--- src/rtl/alu_flags_pipe.sv ---
// ALU flag unit: computes AC/LC/Z/S/V, holds them in a maskable register,
// offers a small LIFO save/restore stack and a carry-select delay line.
module alu_flags_pipe #(
  parameter int WIDTH       = 8,
  parameter int SEL_BITS    = 2,
  parameter int SEL_DELAY   = 1,
  parameter int STACK_DEPTH = 4
) (
  input  logic                               clk,
  input  logic                               rst_n,
  input  logic                               ArithCarryIn,
  input  logic                               LogicCarryIn,
  input  logic [WIDTH-1:0]                   DataIn,
  input  logic [WIDTH-1:0]                   LHSIn,
  input  logic [WIDTH-1:0]                   RHSIn,
  input  logic                               SubOp,
  input  logic                               FlagsWe,
  input  logic [4:0]                         FlagMask,
  input  logic                               ZeroChain,
  input  logic                               Push,
  input  logic                               Pop,
  input  logic [SEL_BITS-1:0]                CarrySelIn,
  output logic [SEL_BITS-1:0]                CarrySelOut,
  output logic                               ArithCarryFlag,
  output logic                               LogicCarryFlag,
  output logic                               ZeroFlag,
  output logic                               SignFlag,
  output logic                               OverflowFlag,
  output logic [$clog2(STACK_DEPTH+1)-1:0]   StackCount,
  output logic                               StackErr
);

  localparam int CNT_W = $clog2(STACK_DEPTH+1);
  localparam int PTR_W = (STACK_DEPTH > 1) ? $clog2(STACK_DEPTH) : 1;

  // flag register bit positions, packed as {V,S,Z,LC,AC}
  localparam int F_AC = 0;
  localparam int F_LC = 1;
  localparam int F_Z  = 2;
  localparam int F_S  = 3;
  localparam int F_V  = 4;

  logic [4:0]       flags_q, flags_d;
  logic [CNT_W-1:0] sp_q, sp_d;
  logic             err_q, err_d;
  logic [4:0]       mem_q [STACK_DEPTH];
  logic             wr_en;

  logic [4:0]       fl_new;
  logic             z_new, v_new, rhs_eff;
  logic             push_op, pop_op, full, empty;
  logic [CNT_W-1:0] sp_m1;

  always_comb begin
    rhs_eff = RHSIn[WIDTH-1] ^ SubOp;
    z_new   = (DataIn == '0) & (~ZeroChain | flags_q[F_Z]);
    v_new   = (LHSIn[WIDTH-1] == rhs_eff) & (DataIn[WIDTH-1] != LHSIn[WIDTH-1]);
    fl_new  = '0;
    fl_new[F_AC] = ArithCarryIn;
    fl_new[F_LC] = LogicCarryIn;
    fl_new[F_Z]  = z_new;
    fl_new[F_S]  = DataIn[WIDTH-1];
    fl_new[F_V]  = v_new;
  end

  assign push_op = Push & ~Pop;
  assign pop_op  = Pop & ~Push;
  assign full    = (sp_q == CNT_W'(STACK_DEPTH));
  assign empty   = (sp_q == '0);
  assign sp_m1   = sp_q - 1'b1;

  // Pop overrides a same-cycle flag write; Push saves the pre-update value.
  always_comb begin
    flags_d = flags_q;
    sp_d    = sp_q;
    err_d   = 1'b0;
    wr_en   = 1'b0;
    if (pop_op) begin
      if (empty) begin
        err_d = 1'b1;
      end else begin
        flags_d = mem_q[sp_m1[PTR_W-1:0]];
        sp_d    = sp_m1;
      end
    end else begin
      if (push_op) begin
        if (full) begin
          err_d = 1'b1;
        end else begin
          wr_en = 1'b1;
          sp_d  = sp_q + 1'b1;
        end
      end
      if (FlagsWe)
        flags_d = (fl_new & FlagMask) | (flags_q & ~FlagMask);
    end
  end

  always_ff @(posedge clk or negedge rst_n) begin
    if (!rst_n) begin
      flags_q <= '0;
      sp_q    <= '0;
      err_q   <= 1'b0;
    end else begin
      flags_q <= flags_d;
      sp_q    <= sp_d;
      err_q   <= err_d;
    end
  end

  // Stack storage needs no reset: entries above sp are never read.
  always_ff @(posedge clk) begin
    if (wr_en)
      mem_q[sp_q[PTR_W-1:0]] <= flags_q;
  end

  assign ArithCarryFlag = flags_q[F_AC];
  assign LogicCarryFlag = flags_q[F_LC];
  assign ZeroFlag       = flags_q[F_Z];
  assign SignFlag       = flags_q[F_S];
  assign OverflowFlag   = flags_q[F_V];
  assign StackCount     = sp_q;
  assign StackErr       = err_q;

  generate
    if (SEL_DELAY == 0) begin : g_sel_wire
      assign CarrySelOut = CarrySelIn;
    end else begin : g_sel_dly
      logic [SEL_DELAY-1:0][SEL_BITS-1:0] sel_q;
      always_ff @(posedge clk or negedge rst_n) begin
        if (!rst_n) begin
          sel_q <= '0;
        end else begin
          sel_q[0] <= CarrySelIn;
          for (int i = 1; i < SEL_DELAY; i++)
            sel_q[i] <= sel_q[i-1];
        end
      end
      assign CarrySelOut = sel_q[SEL_DELAY-1];
    end
  endgenerate

endmodule

--- config.mk ---
export PLATFORM = sky130hd
export DESIGN_NAME = alu_flags_pipe
export DESIGN_NICKNAME = d
export VERILOG_FILES = /design/src/rtl/alu_flags_pipe.sv
export SDC_FILE = /design/constraint.sdc
export NUM_CORES = 1
export LEC_CHECK = 0
export BUFFER_PORTS_ARGS = -buffer_cell sky130_fd_sc_hd__clkbuf_2
export CORE_ASPECT_RATIO = 1.4
export CORE_MARGIN = 3
export CORE_UTILIZATION = 49
export CTS_CLUSTER_SIZE = 16
export DETAILED_ROUTE_END_ITERATION = 7
export GPL_TIMING_DRIVEN = 1
export PLACE_DENSITY = 0.89
export SYNTH_ARGS = -nofsm -noshare
export SYNTH_HDL_FRONTEND = slang
export SYNTH_SLANG_ARGS = --single-unit
--- constraint.sdc ---
create_clock -name clk -period 2.26 [get_ports clk]
set_input_delay 0 -clock clk [delete_from_list [all_inputs] [get_ports clk]]
set_output_delay 0 -clock clk [all_outputs]
set_load 0.1 [all_outputs]
## After elaboration in Yosys (flattened, before gate mapping)

Memory sizes are Yosys's and may differ from the RTL's.
Index checks and enable logic that the tools add are counted.

| storage, ports and cells | value |
|---|---|
| input port bits | 40 |
| memory bits (writable) | 20 |
| memories | 1 |
| word-level logic and storage cells | 47 |
| bits in registers | 11 |
| output and inout port bits | 11 |

Memory list:

| name | words | bits a word | rd ports | clocked after Yosys merged registers in | write ports | RTL line | RTL |
|---|---|---|---|---|---|---|---|
| mem_q | 4 | 5 | 1 | 0 | 1 | 46 | `logic [4:0] mem_q [STACK_DEPTH];` |

| operators by class | value |
|---|---|
| mux-type cells | 16 |
| $add $sub $neg | 2 |
| reduce and logical (&&, ||, !) cells | 6 |
| bitwise operators | 13 |
| equal/unequal tests | 5 |

Operator list:

| cell | count |
|---|---|
| $mux 5 | 3 |
| $mux 3 | 4 |
| $and 5x5->5 | 2 |
| $mux 1 | 9 |
| $logic_not 8->1 | 1 |
| $not 5->5 | 1 |
| $or 5x5->5 | 1 |
| $and 1x1->1 | 4 |
| $ne 2x2->1 const B | 2 |
| $reduce_bool 2->1 | 2 |
| $add 3x1->3 const B | 1 |
| $eq 3x3->1 const B | 1 |
| $logic_not 3->1 | 1 |
| $not 1->1 | 3 |
| $reduce_and 3->1 | 1 |
| $sub 3x1->3 const B | 1 |
| $reduce_and 2->1 | 1 |
| $eq 1x1->1 | 1 |
| $ne 1x1->1 | 1 |
| $or 1x1->1 | 1 |
| $xor 1x1->1 | 1 |

## Logic depth before layout (Yosys ltp)

| logic depth | value |
|---|---|
| depth after elaboration | 7 |
| mapped depth | 7 |
| depth with buffers taken out | 5 |

## Least setup slack after synthesis

No wires, ideal clock.

| timing | value |
|---|---|
| path type | register to register |
| start point | register sp_q[0], in the netlist StackCount[0] |
| end point | register (tool-made name) |
| required time | 2134 ps |
| library setup time | 126 ps |
| setup slack | -356 ps |
| arrival | 2490 ps |
| buffers on the path | 2 |
| clock period less this slack | 2616 ps |
| cell stages (with the launch flop) | 8 |
| cell sequence | dfrtp_1 > buf_6 > inv_1 > ha_1 > clkbuf_1 > mux4_2 > and3_1 > a311o_1 |

RTL lines:

| item | RTL line | RTL |
|---|---|---|
| start: declaration | 44 | `logic [CNT_W-1:0] sp_q, sp_d;` |
| start signal: assignment | 106 | `sp_q <= sp_d;` |

==> run metrics <==
status=completed; Worst slew margin=a little under two thirds; crit path max-delay cell type=dfrtp_4; I/O pin total=between 50 and 60; met3 WL=~140 um; leakage power=slightly below 0.8 nW; largest voltage drop on the vdd net=between 1 and 1.5 mV; Max-cap violations=0; standard-cell rows=23; peak clock frequency supported by timing=0.503 GHz; Synth Instances=roughly 110; global-route wire length before repair=5180 um; highest signal layer in the routed design=met4; number of antenna violations at the first check in global routing=0; xor/xnor cell area share of the yosys netlist=1.74%; TritonCTS clock tree=yes; number of enable-type register cells in the synthesized netlist=20; final period utilization=roughly nine tenths; Post-Layout Inst Area=~1900 um2; number of cells upsized or downsized after cts=0; sequential element share of the synthesized area=between 50% and 60%; WL per Instance=approximately 17 um; area share of the largest cell type after synthesis=slightly below 40%; Core Footprint=just under 3000 um2; gate family responsible for the most delay along the worst path=flip-flops; R2R Setup Slk=0.27 ns; wire length on met2=between 1500 and 2000 um; distinct cell type count after synthesis=35; minimum clock period=about 2.0 ns; vias in the first global route=1099; IO buf count=36; count of routing violations after the opening detailed-route iteration=28; starting utilization of the core area=roughly 52%; count of cells along the worst register-to-register path=5; Reg clk slew, reported paths=0.07 ns; Critical Path Start=StackCount[0]$_DFFE_PN0P_; H-Tree Depth=2; CTS Buffer Depth=2; horizontal extent of the die=around 53 um; later-pin clock latency in the skew report=0.28 ns; fill count=206; routed via count divided by cell count=approximately 5.6; capturing element type of the critical path=flip-flop; DRC violations left=0; fraction of the mapped netlist area in compound gates=8.95%; unrepaired setup endpoints after global routing=false; adder and majority cell fraction of the synthesized area=around 5.8%; hold violation total from the final report=0; final cell utilization of the core=about 64%; dominant register cell in the synthesized netlist=edfxtp_1; Layout Nets=196; RePlAce Congestion=around 0.84; type of the most critical hold path=input port to flip-flop; number of synthesized register bits=31; power density relative to cell area=around 1400 nW/um2; overall power=~2.6 mW; Post-Route Skew=approximately 0.0074 ns; Worst Setup Slack, final=0.271 ns; TNS Setup=0 ns; Synth warnings=0; number of slew-limit violations in the final report=0; pin count of the biggest net entering global routing=15; Placed Area=1730 um2; Met1 Routed Length=1190 um; cell count after placement=176; slew of the pin with the lowest slew margin=roughly 0.54 ns; fraction of layout instances using a drive strength above 1=approximately a third; pre-CTS setup slack=a little over 0.3 ns; ANT nets after route=0; Num CTS Buffers=5; area of the mapped netlist=between 1500 and 2000 um2; main area contributors after synthesis=edfxtp_1 40%, dfrtp_1 18%, mux4_1 7.0%; total gr overflow=0; total track usage=between 15 and 20%; iteration count of the initial detailed-routing pass=4; final setup vio count=0; post-synthesis net count=between 150 and 200; average cell area after synthesis=about 14 um2; clock sink count=31; highest fanout seen on the critical path=9; die area=about 3800 um2; worst reg2reg startpoint=StackCount[0]$_DFFE_PN0P_; Diodes inserted=0; library cell occupying the most area in the post-synthesis netlist=edfxtp_1; data arrival time at the worst-slack endpoint=~2.2 ns; sequence of cells on the critical path=inv_1, ha_1, nand2b_1, mux2_2, o221a_2; relative area change from synthesis to final layout=22.9%; delay of the slowest critical-path stage=between 0.5 and 0.6 ns; number of vias after detailed routing=1039; Fin Hold WS=between 0.02 and 0.03 ns; required arrival time at the worst endpoint=roughly 2.4 ns; aggregate routed wire length=approximately 3300 um; dominant combinational cell family by area after synthesis=simple AND/OR/NAND/NOR gates; WP buf/inv=1; number of buffers inserted to repair setup after CTS=0; clock root buffer=clkbuf_8; Die Ht=around 70 um; half-perimeter wire length of the detailed placement result=approximately 2500 um; count of cell instances traversed by the critical path=5; simple-gate share of the synthesized area=11.8%; Critical Path Source Type=flip-flop; multiplexer area fraction after synthesis=between 10% and 20%; Final Non-Filler Cells=~190; share of synthesized registers carrying an async set or reset=a little over a third; startpoint-to-endpoint class of the critical path=flip-flop to flip-flop
tightest hold or removal path: stages:
cell and delay [ns]:
clkbuf_2 0.08, nand3b_1 0.09, o211ai_1 0.09
worst min path at each step:
stage	from	to	slack [ns]	depth (start not counted)
finish	FlagMask[4]	flip-flop	0.03	3
global route	FlagMask[4]	flip-flop	0.03	3
CTS	FlagMask[4]	flip-flop	0.02	3
detailed placement	rst_n	StackErr$_DFF_PN0_	-0.1	1
global placement	rst_n	CarrySelOut[1]$_DFF_PN0_	-0.11	1
floorplan	rst_n	CarrySelOut[0]$_DFF_PN0_	-0.30	0
placed cells by master, fill, tap and decap left out, drive strengths merged, types with 2 or more instances in the layout:
cell type	n
or4	2
dfrtp	11
o221a	2
nand3	4
and2	5
o211ai	2
nand3b	2
a21oi	2
mux4	5
nand2	3
o21ai	3
nor2b	4
o221ai	2
nor2	2
mux2i	2
inv	7
clkbuf	44
and3b	2
nand2b	2
dlygate4sd3	3
ha	7
xor2	2
edfxtp	20
layer usage:
layer	track usage [%]	vias to the layer above
met5	0	-
met4	8.52	0
met3	4.99	4
met2	35.1	35
met1	20.9	510
li1	-	490
Yosys cell counts, types with 2 or more instances:
cell type / instances
nand2b_1: 2
dfrtp_1: 11
nor2_1: 2
clkbuf_1: 3
mux4_1: 4
o21ai_0: 3
nand2_1: 3
ha_1: 7
nand3_1: 4
nor2b_1: 4
and2_1: 5
or4_1: 2
o221ai_1: 2
inv_1: 7
o221a_2: 2
edfxtp_1: 20
o211ai_1: 2
xor2_1: 2
and3b_1: 2
nand3b_1: 2
mux2i_1: 2
a21oi_1: 2
cell families (layout without fill, tap and decap cells):
kind of cell,Yosys count,after routing
buffers and inverters,11,55
muxes,8,8
and+or+nand+nor,29,29
adders and majority gates,7,7
AOI/OAI and AO/OA,17,17
xor gates and xnor gates,3,3
DFF,31,31
what timing repair did:
action                                  in CTS  in global routing
endpoints found under the setup margin       0                  0
hold endpoints to repair                    13                  0
hold buffers                                 3                  0
area by class of cell:
class	instances	area (um2)	area share, %
clock buffer	8	100	5.39
timing repair buffer	40	218	11.7
sequential	31	881	47.4
multi-input combinational	64	586	31.5
inverter	7	26.3	1.42
tap	37	46.3	2.49
report_power, final:
group | internal [mW] | total [mW] | switching, mW
Clock | 0.278 | 0.473 | 0.196
Combinational | 0.344 | 1.19 | 0.843
Sequential | 0.775 | 0.929 | 0.154
(Power assumes the default switching activity.)
